[src/rtl/comp_vec_gen.sv]
// comp_vec_gen
// Stimulus source for the 4-bit magnitude comparator and its checker.
// Emits operand pairs A/B with the expected result code S3 over a
// valid/ready handshake. Two modes are available: an exhaustive sweep of
// all 256 pairs, or NUM_VEC pairs drawn from an 8-bit Fibonacci LFSR.
//
// Ports
//   clk        rising-edge clock
//   rst_n      asynchronous active-low reset
//   start      begins a run when seen high in IDLE
//   mode       0 = exhaustive sweep, 1 = LFSR run (captured with start)
//   out_valid  A/B/S3/last carry a vector
//   out_ready  consumer accepts the current vector
//   A, B       operands (A = src[7:4], B = src[3:0])
//   S3         expected result: 01 A>B, 10 B>A, 00 equal
//   last       current vector is the final one of the run
//   busy       run in progress
//   done       one-cycle pulse after the final handshake
module comp_vec_gen #(
    parameter int          NUM_VEC = 16,
    parameter logic [7:0]  SEED    = 8'hA5
) (
    input  logic       clk,
    input  logic       rst_n,
    input  logic       start,
    input  logic       mode,
    output logic       out_valid,
    input  logic       out_ready,
    output logic [3:0] A,
    output logic [3:0] B,
    output logic [1:0] S3,
    output logic       last,
    output logic       busy,
    output logic       done
);

    typedef enum logic [1:0] {IDLE, RUN, DONE} state_t;

    // An all-zero LFSR state would lock up, so a zero seed is remapped.
    localparam logic [7:0] SEED_EFF  = (SEED == 8'h00) ? 8'h01 : SEED;
    localparam logic [8:0] LAST_EXH  = 9'd255;
    localparam logic [8:0] LAST_LFSR = 9'(NUM_VEC - 1);

    state_t      state_q;
    state_t      state_d;
    logic [7:0]  src_q;
    logic [8:0]  cnt_q;
    logic        mode_q;
    logic        run;
    logic        xfer;
    logic        is_last;

    function automatic logic [1:0] cmp_code(input logic [3:0] a, input logic [3:0] b);
        if (a > b)
            return 2'b01;
        else if (b > a)
            return 2'b10;
        else
            return 2'b00;
    endfunction

    function automatic logic [7:0] lfsr_next(input logic [7:0] s);
        return {s[6:0], s[7] ^ s[5] ^ s[4] ^ s[3]};
    endfunction

    assign run     = (state_q == RUN);
    assign xfer    = run && out_ready;
    assign is_last = (cnt_q == (mode_q ? LAST_LFSR : LAST_EXH));

    always_comb begin
        state_d = state_q;
        case (state_q)
            IDLE:    if (start) state_d = RUN;
            RUN:     if (xfer && is_last) state_d = DONE;
            DONE:    state_d = IDLE;
            default: state_d = IDLE;
        endcase
    end

    always_ff @(posedge clk or negedge rst_n) begin
        if (!rst_n) begin
            state_q <= IDLE;
            src_q   <= 8'h00;
            cnt_q   <= 9'd0;
            mode_q  <= 1'b0;
        end else begin
            state_q <= state_d;
            if (state_q == IDLE && start) begin
                mode_q <= mode;
                cnt_q  <= 9'd0;
                src_q  <= mode ? SEED_EFF : 8'h00;
            end else if (xfer) begin
                cnt_q <= cnt_q + 9'd1;
                src_q <= mode_q ? lfsr_next(src_q) : src_q + 8'd1;
            end
        end
    end

    // Operands are forced to zero outside RUN so idle outputs read as reset values.
    assign out_valid = run;
    assign busy      = run;
    assign done      = (state_q == DONE);
    assign A         = run ? src_q[7:4] : 4'h0;
    assign B         = run ? src_q[3:0] : 4'h0;
    assign S3        = cmp_code(A, B);
    assign last      = run && is_last;

endmodule

[config.mk]
export PLATFORM = sky130hd
export DESIGN_NAME = comp_vec_gen
export DESIGN_NICKNAME = d
export VERILOG_FILES = /design/src/rtl/comp_vec_gen.sv
export SDC_FILE = /design/constraint.sdc
export NUM_CORES = 1
export LEC_CHECK = 0
export ABC_AREA = 0
export BUFFER_PORTS_ARGS = -buffer_cell sky130_fd_sc_hd__buf_4
export CORE_ASPECT_RATIO = 0.8
export CORE_UTILIZATION = 45
export CTS_CLUSTER_DIAMETER = 80
export DETAILED_ROUTE_END_ITERATION = 8
export PLACE_DENSITY = 0.66
export REMOVE_ABC_BUFFERS = 1
export SLEW_MARGIN = 15
export SYNTH_ARGS = -nofsm -noshare
export SYNTH_HDL_FRONTEND = slang
export SYNTH_SLANG_ARGS = --single-unit
[constraint.sdc]
create_clock -name clk -period 2.88 [get_ports clk]
set_input_delay 0.288 -clock clk [delete_from_list [all_inputs] [get_ports clk]]
set_output_delay 0.288 -clock clk [all_outputs]
set_load 0.005 [all_outputs]
After elaboration in Yosys (flattened, before gate mapping)
Index checks and enable logic that the tools add are counted.

Flip-flop bits (word level): 20. Input port bits: 5. Output and inout bits: 14.

Bitwise operators: 3. Muxes and demuxes: 14. Equality and inequality tests: 5. Reductions and logical operators: 7. Add/sub/neg operators: 2. Magnitude comparators: 2.

Operators by type and width (number): $mux 8 (5); $mux 9 (2); $add 9x1->9 const B (1); $eq 9x8->1 (1); $add 8x1->8 const B (1); $gt 4x4->1 (2); $mux 2 (4); $mux 4 (2); $logic_and 1x1->1 (4); $pmux 2 s2 (1); $xor 1x1->1 (3); $eq 2x1->1 const B (1); $eq 2x2->1 const B (1); $logic_not 2->1 (1); $ne 2x1->1 const B (1); $ne 2x2->1 const B (1); $reduce_and 2->1 (1); $reduce_bool 2->1 (1).

Depth between registers and ports, before layout
Depth in word-level cells: 6. Depth in mapped cells: 8. Depth with buffers taken out: 7.

Worst setup path after synthesis
No wires, ideal clock.

Path kind: register -> output. From: reg state_q[1]. To: out S3[1]. Data arrival time: 1.943 ns. Stages on the path, launching flop included: 9. Slack: 0.649 ns. Path through: dfrtp_1 > and2b_2 > clkbuf_1 > and2_1 > ha_1 > nor2b_1 > o21a_1 > o21a_1 > o21a_1.

Longest elaborated chain between the ends: 5.

Ends and longest elaborated chain: from (decl) (line 44) `state_t state_q;`; from (signal assigned) (line 87) `state_q <= state_d;`; $eq 2x1->1 * (line 66) `assign run = (state_q == RUN);`; net busy (line 33) `output logic busy,`; $mux 4 * (line 104) `assign B = run ? src_q[3:0] : 4'h0;`; net B[1] (line 30) `output logic [3:0] B,`; $gt 4x4->1 (line 56) `else if (b > a)`; $mux 2 (line 56); $mux 2 * (line 54) `if (a > b)`; to (decl) (line 31) `output logic [1:0] S3,`.

Mark *: on every way through the listed nets, which the timed path passes. The rest lies on a longest branch.

Worst setup path after layout
From: reg state_q[0]. To: out S3[1].

Longest elaborated chain between the ends: 5.

Ends and longest elaborated chain (line): $eq 2x1->1 * (66); $mux 4 (on tied branches) (104, 103); $gt 4x4->1 (56); $mux 2 (56); $mux 2 * (54).

Every way passes the cells marked *; elsewhere a longest branch is shown, timed or not.

==> summary by stage <==
Clock network
The root buffer selected by CTS is clkbuf_8. Buffers inserted during clock tree synthesis total 3. The number of buffers added for setup after CTS is 0.

Counting every sink on the clock net gives 20. Clock latency on the worst-skew pair, taken at its later pin, is 0.26 ns. TritonCTS built the clock tree.

The H-tree depth is 1. After clock tree synthesis, the clock-pin slew on the worst setup and hold paths is 0.08 ns. The number of buffers on the longest clock path is 2.

Hold path
For hold timing, the worst endpoint is mode_q$_DFFE_PN0P_. In this run the worst hold path is classified as input port to flip-flop. The worst hold path passes through 3 cells. The hold path startpoint is mode.

Synth
Yosys mapped a number of flops with a built-in enable equal to 0. Sequential cells were found to cover 36.5% of the synthesized design area. The proportion of register bits with asynchronous set or reset after synthesis is 100%. The leading register cell type out of synthesis is dfrtp_1. Counting distinct cell types in the post-synthesis netlist gives 46. The area of the mapped netlist is 0.00137 mm^2. For this run, the number of Yosys warnings is 0. The synthesized area per cell is 8.78 um^2. Synthesis produced a netlist whose cell count is 156. The total of flip-flops plus latches after synthesis is 20.

GRT
The total global routing track utilization is 21.1%. The met2 track demand over resource is 34.4%. In the global route stage, met3 resource usage came out at 6.47%. The first global-routing pass estimated 5290 um of wire. The number of global-route vias before repair is 1,142.

The maximum number of pins on one net before global-route repair is 21. The initial antenna violation count came to 0. Global routing used 27.4% of the available met1 tracks. The most used routing layer in global routing is met2.

After global routing the overflow that remains totals 0.

Die
The floorplan step defined a die boundary enclosing 0.00327 mm^2. The die width is 63.7 um. The number of top-level pins is 19.

The height of the die is 51.4 um. The placeable core region is 0.00283 mm^2. The initial utilization of the core area, before any placement, comes to 48.4%. The standard-cell row count is 17.

STA
The period utilization is 88.5%. For the pin with the worst max-slew slack, the measured transition is 0.591 ns. The number of hold violations in the final report is 0. The aggregate negative setup slack is 0 ns.

The total setup violations reported at the end of the flow is 0. The worst pin sits at a relative slew slack of 60.4%. The post-route worst hold slack is 0.244 ns.

The max-slew violation total from the final report came to 0. Based on the critical path, the design can be clocked at up to 392 MHz. The clock tree skew after final layout is 0.00311 ns. Setup repair after global routing left no endpoint under its margin. The smallest clock period supported by the final layout is computed as 2.55 ns.

Place
After detailed placement, the design holds a cell count of 202. The count of buffers added on input and output ports is 18. The congestion estimate from routability-driven global placement came to 0.815. The total placed instance area is 0.00151 mm^2.

The HPWL after detailed placement is 2240 um.

Worst setup path
The worst setup path is launched from a flip-flop. In this run the worst path has a maximum fanout of 12. The register-to-register setup slack is 1.09 ns. The critical path is of the flip-flop to output port type. The required time at the worst-slack endpoint is 2.59 ns. Traced cell by cell, the critical path runs through and2b_2 -> and2_1 -> ha_1 -> nor2b_1 -> o21a_1 -> o21a_1 -> o21a_1 -> buf_4.

The startpoint identified for the worst register-to-register timing path is mode_q$_DFFE_PN0P_. The library cell appearing most often on the critical path is o21a_1. Counting cells, the worst reg-to-reg path comes to 4. The endpoint of the lowest-slack register-to-register path is state_q[0]$_DFFE_PN0P_. The sort of element at the end of the critical path is an output port. The arrival time reported for the critical path endpoint is 2.26 ns. The slowest stage of the critical path belongs to the cell dfrtp_1.

The largest single stage delay on the critical path is 0.46 ns.

Drt
The detail route stage leaves a number of antenna-violating nets equal to 0. The via count of the routed design is 1,176. Dividing the detail-routed wire length by the instance count gives 15.0 um. In the routed design, unresolved DRC markers number 0. The DRC violation total after the first TritonRoute iteration is 61. Wires add up to 3110 um. The first-pass iteration count of the detailed router is 4. In the routed layout, each cell is associated on average with a via count of 5.68.

Power
IR analysis of the VDD net gives a maximum drop of 510 uV. Registers are responsible for 34.0% of the overall power. The internal power of the cells totals 0.00100 W. In this run the power density over the cells is 1110 mW/mm^2. The switching part of the total power is 42.5%. The switching component of the power is 0.000741 W. Combinational logic is responsible for 53.6% of the overall power. The leakage power is 0.700 nW. The clock network burns 12.4% of the power.

Layout
The area of all placed cells without fillers is 0.00157 mm^2. The repair_antennas step left the layout with diodes totalling 0. For this run, the post-layout net count is 181.

The share of layout cells above drive strength 1 is 18.3%. Excluding fillers, the count of instances in the completed layout stands at 207. Compared with the post-synthesis result, the final layout area differs by 14.6%. The number of inserted filler cells in the final layout is 255.

Run
Across the run, the number of max-cap violations was 0.

Status
The run finished with clean final reports.
## cell families (layout without fill, tap and decap cells)
family          Yosys count  after routing  share of synthesized area [%]
flops                    20             20                           36.5
fa+ha+maj                 6              6                           5.48
mux                       1              1                          0.731
compound gates           39             39                           20.2
xor+xnor                 10             10                           6.39
buf+inv                  18             31                           5.94
simple gates             62             62                           24.7
## worst max-delay path, delay by kind of cell (launching register included)
kind	cells	cell delay, ns
fa+ha+maj	1	0.28
flops	1	0.46
buf+inv	1	0.13
compound gates	3	0.50
simple gates	3	0.63
## repair_timing
action / in CTS / in global routing
hold buffers: 1 / 0
endpoints found under the setup margin: 0 / 0
resized for setup: 0 / 0
hold endpoints to repair: 20 / 0
## cells in the mapped netlist (2+ instances only)
cell	n	area share (%)
a211oi_1	3	1.6
a21oi_1	7	2.6
a22o_1	2	1.3
a31oi_1	2	0.91
and2_1	4	1.8
and2b_2	2	1.3
and3_1	3	1.4
buf_2	2	0.73
clkbuf_1	7	1.9
dfrtp_1	20	37
ha_1	6	5.5
inv_1	7	1.9
nand2_1	17	4.7
nand3_1	7	2.6
nand4_1	2	0.91
nor2_1	12	3.3
nor2b_1	2	0.91
nor3b_1	2	1.1
o211ai_1	2	1.1
o21a_1	3	1.6
o21ai_0	11	4.0
xnor2_1	7	4.5
xor2_1	3	1.9
## power by group through the flow
stage	combinational (W)	sequential [W]	clock, W
floorplan	0.000619	0.000527	0
global placement	0.000908	0.000582	0
detailed placement	0.000933	0.000590	0
CTS	0.000938	0.000584	0.000220
global route	0.00105	0.000612	0.000233
finish	0.000935	0.000593	0.000217
## worst max-delay path by stage
stage                                start     to  cells after the start
CTS                 state_q[1]$_DFFE_PN0P_  S3[1]                      8
global placement    state_q[0]$_DFFE_PN0P_  S3[1]                      8
global route        state_q[0]$_DFFE_PN0P_  S3[1]                      8
finish              state_q[0]$_DFFE_PN0P_  S3[1]                      8
detailed placement  state_q[0]$_DFFE_PN0P_  S3[1]                      8
floorplan           state_q[0]$_DFFE_PN0P_  S3[1]                      7
## cell type report
| type | instances | area, um^2 | share of cell area (%) |
|---|---|---|---|
| sequential | 20 | 500 | 31.9 |
| tap | 38 | 47.5 | 3.03 |
| inverter | 7 | 26.3 | 1.67 |
| multi-input combinational | 118 | 788 | 50.2 |
| clock buffer | 4 | 55.1 | 3.51 |
| timing repair buffer | 20 | 153 | 9.72 |
## sequential cells by signal (all words and copies together) (netlist names)
| register | count |
|---|---|
| cnt_q | 9 |
| mode_q | 1 |
| state_q | 2 |
| src_q | 8 |
## metal layers
metal  wire length [um]  part of all wire (%)  vias to the layer above
li1                   -                     -                      578
met1               1530                    49                      571
met2               1440                    46                       25
met3                130                   4.2                        2
met4                 10                  0.32                        0
met5                  0                     0                        -
## cells in the final DEF, fill, tap and decap left out, types with 2 or more instances in the layout
cell type / instances
a31oi_1: 2
nor2b_1: 2
and3_1: 3
xor2_1: 3
buf_4: 19
o21a_1: 3
inv_1: 7
nand3_1: 7
clkbuf_8: 4
a21oi_1: 7
xnor2_1: 7
nor3b_1: 2
nand2_1: 17
ha_1: 6
o21ai_0: 11
nor2_1: 12
and2b_2: 2
a22o_1: 2
nand4_1: 2
dfrtp_1: 20
a211oi_1: 3
and2_1: 4
o211ai_1: 2
## stage by stage
| stage | utilization [%] | power (W) | worst slack (ns) |
|---|---|---|---|
| global route | 55.5 | 0.00190 | 0.221 |
| detailed placement | 53.2 | 0.00152 | 0.628 |
| floorplan | - | 0.00115 | 0.818 |
| global placement | 53.2 | 0.00149 | 0.685 |
| finish | 55.5 | 0.00174 | 0.331 |
| CTS | 55.5 | 0.00174 | 0.333 |
Power figures use the tool's default switching activity.
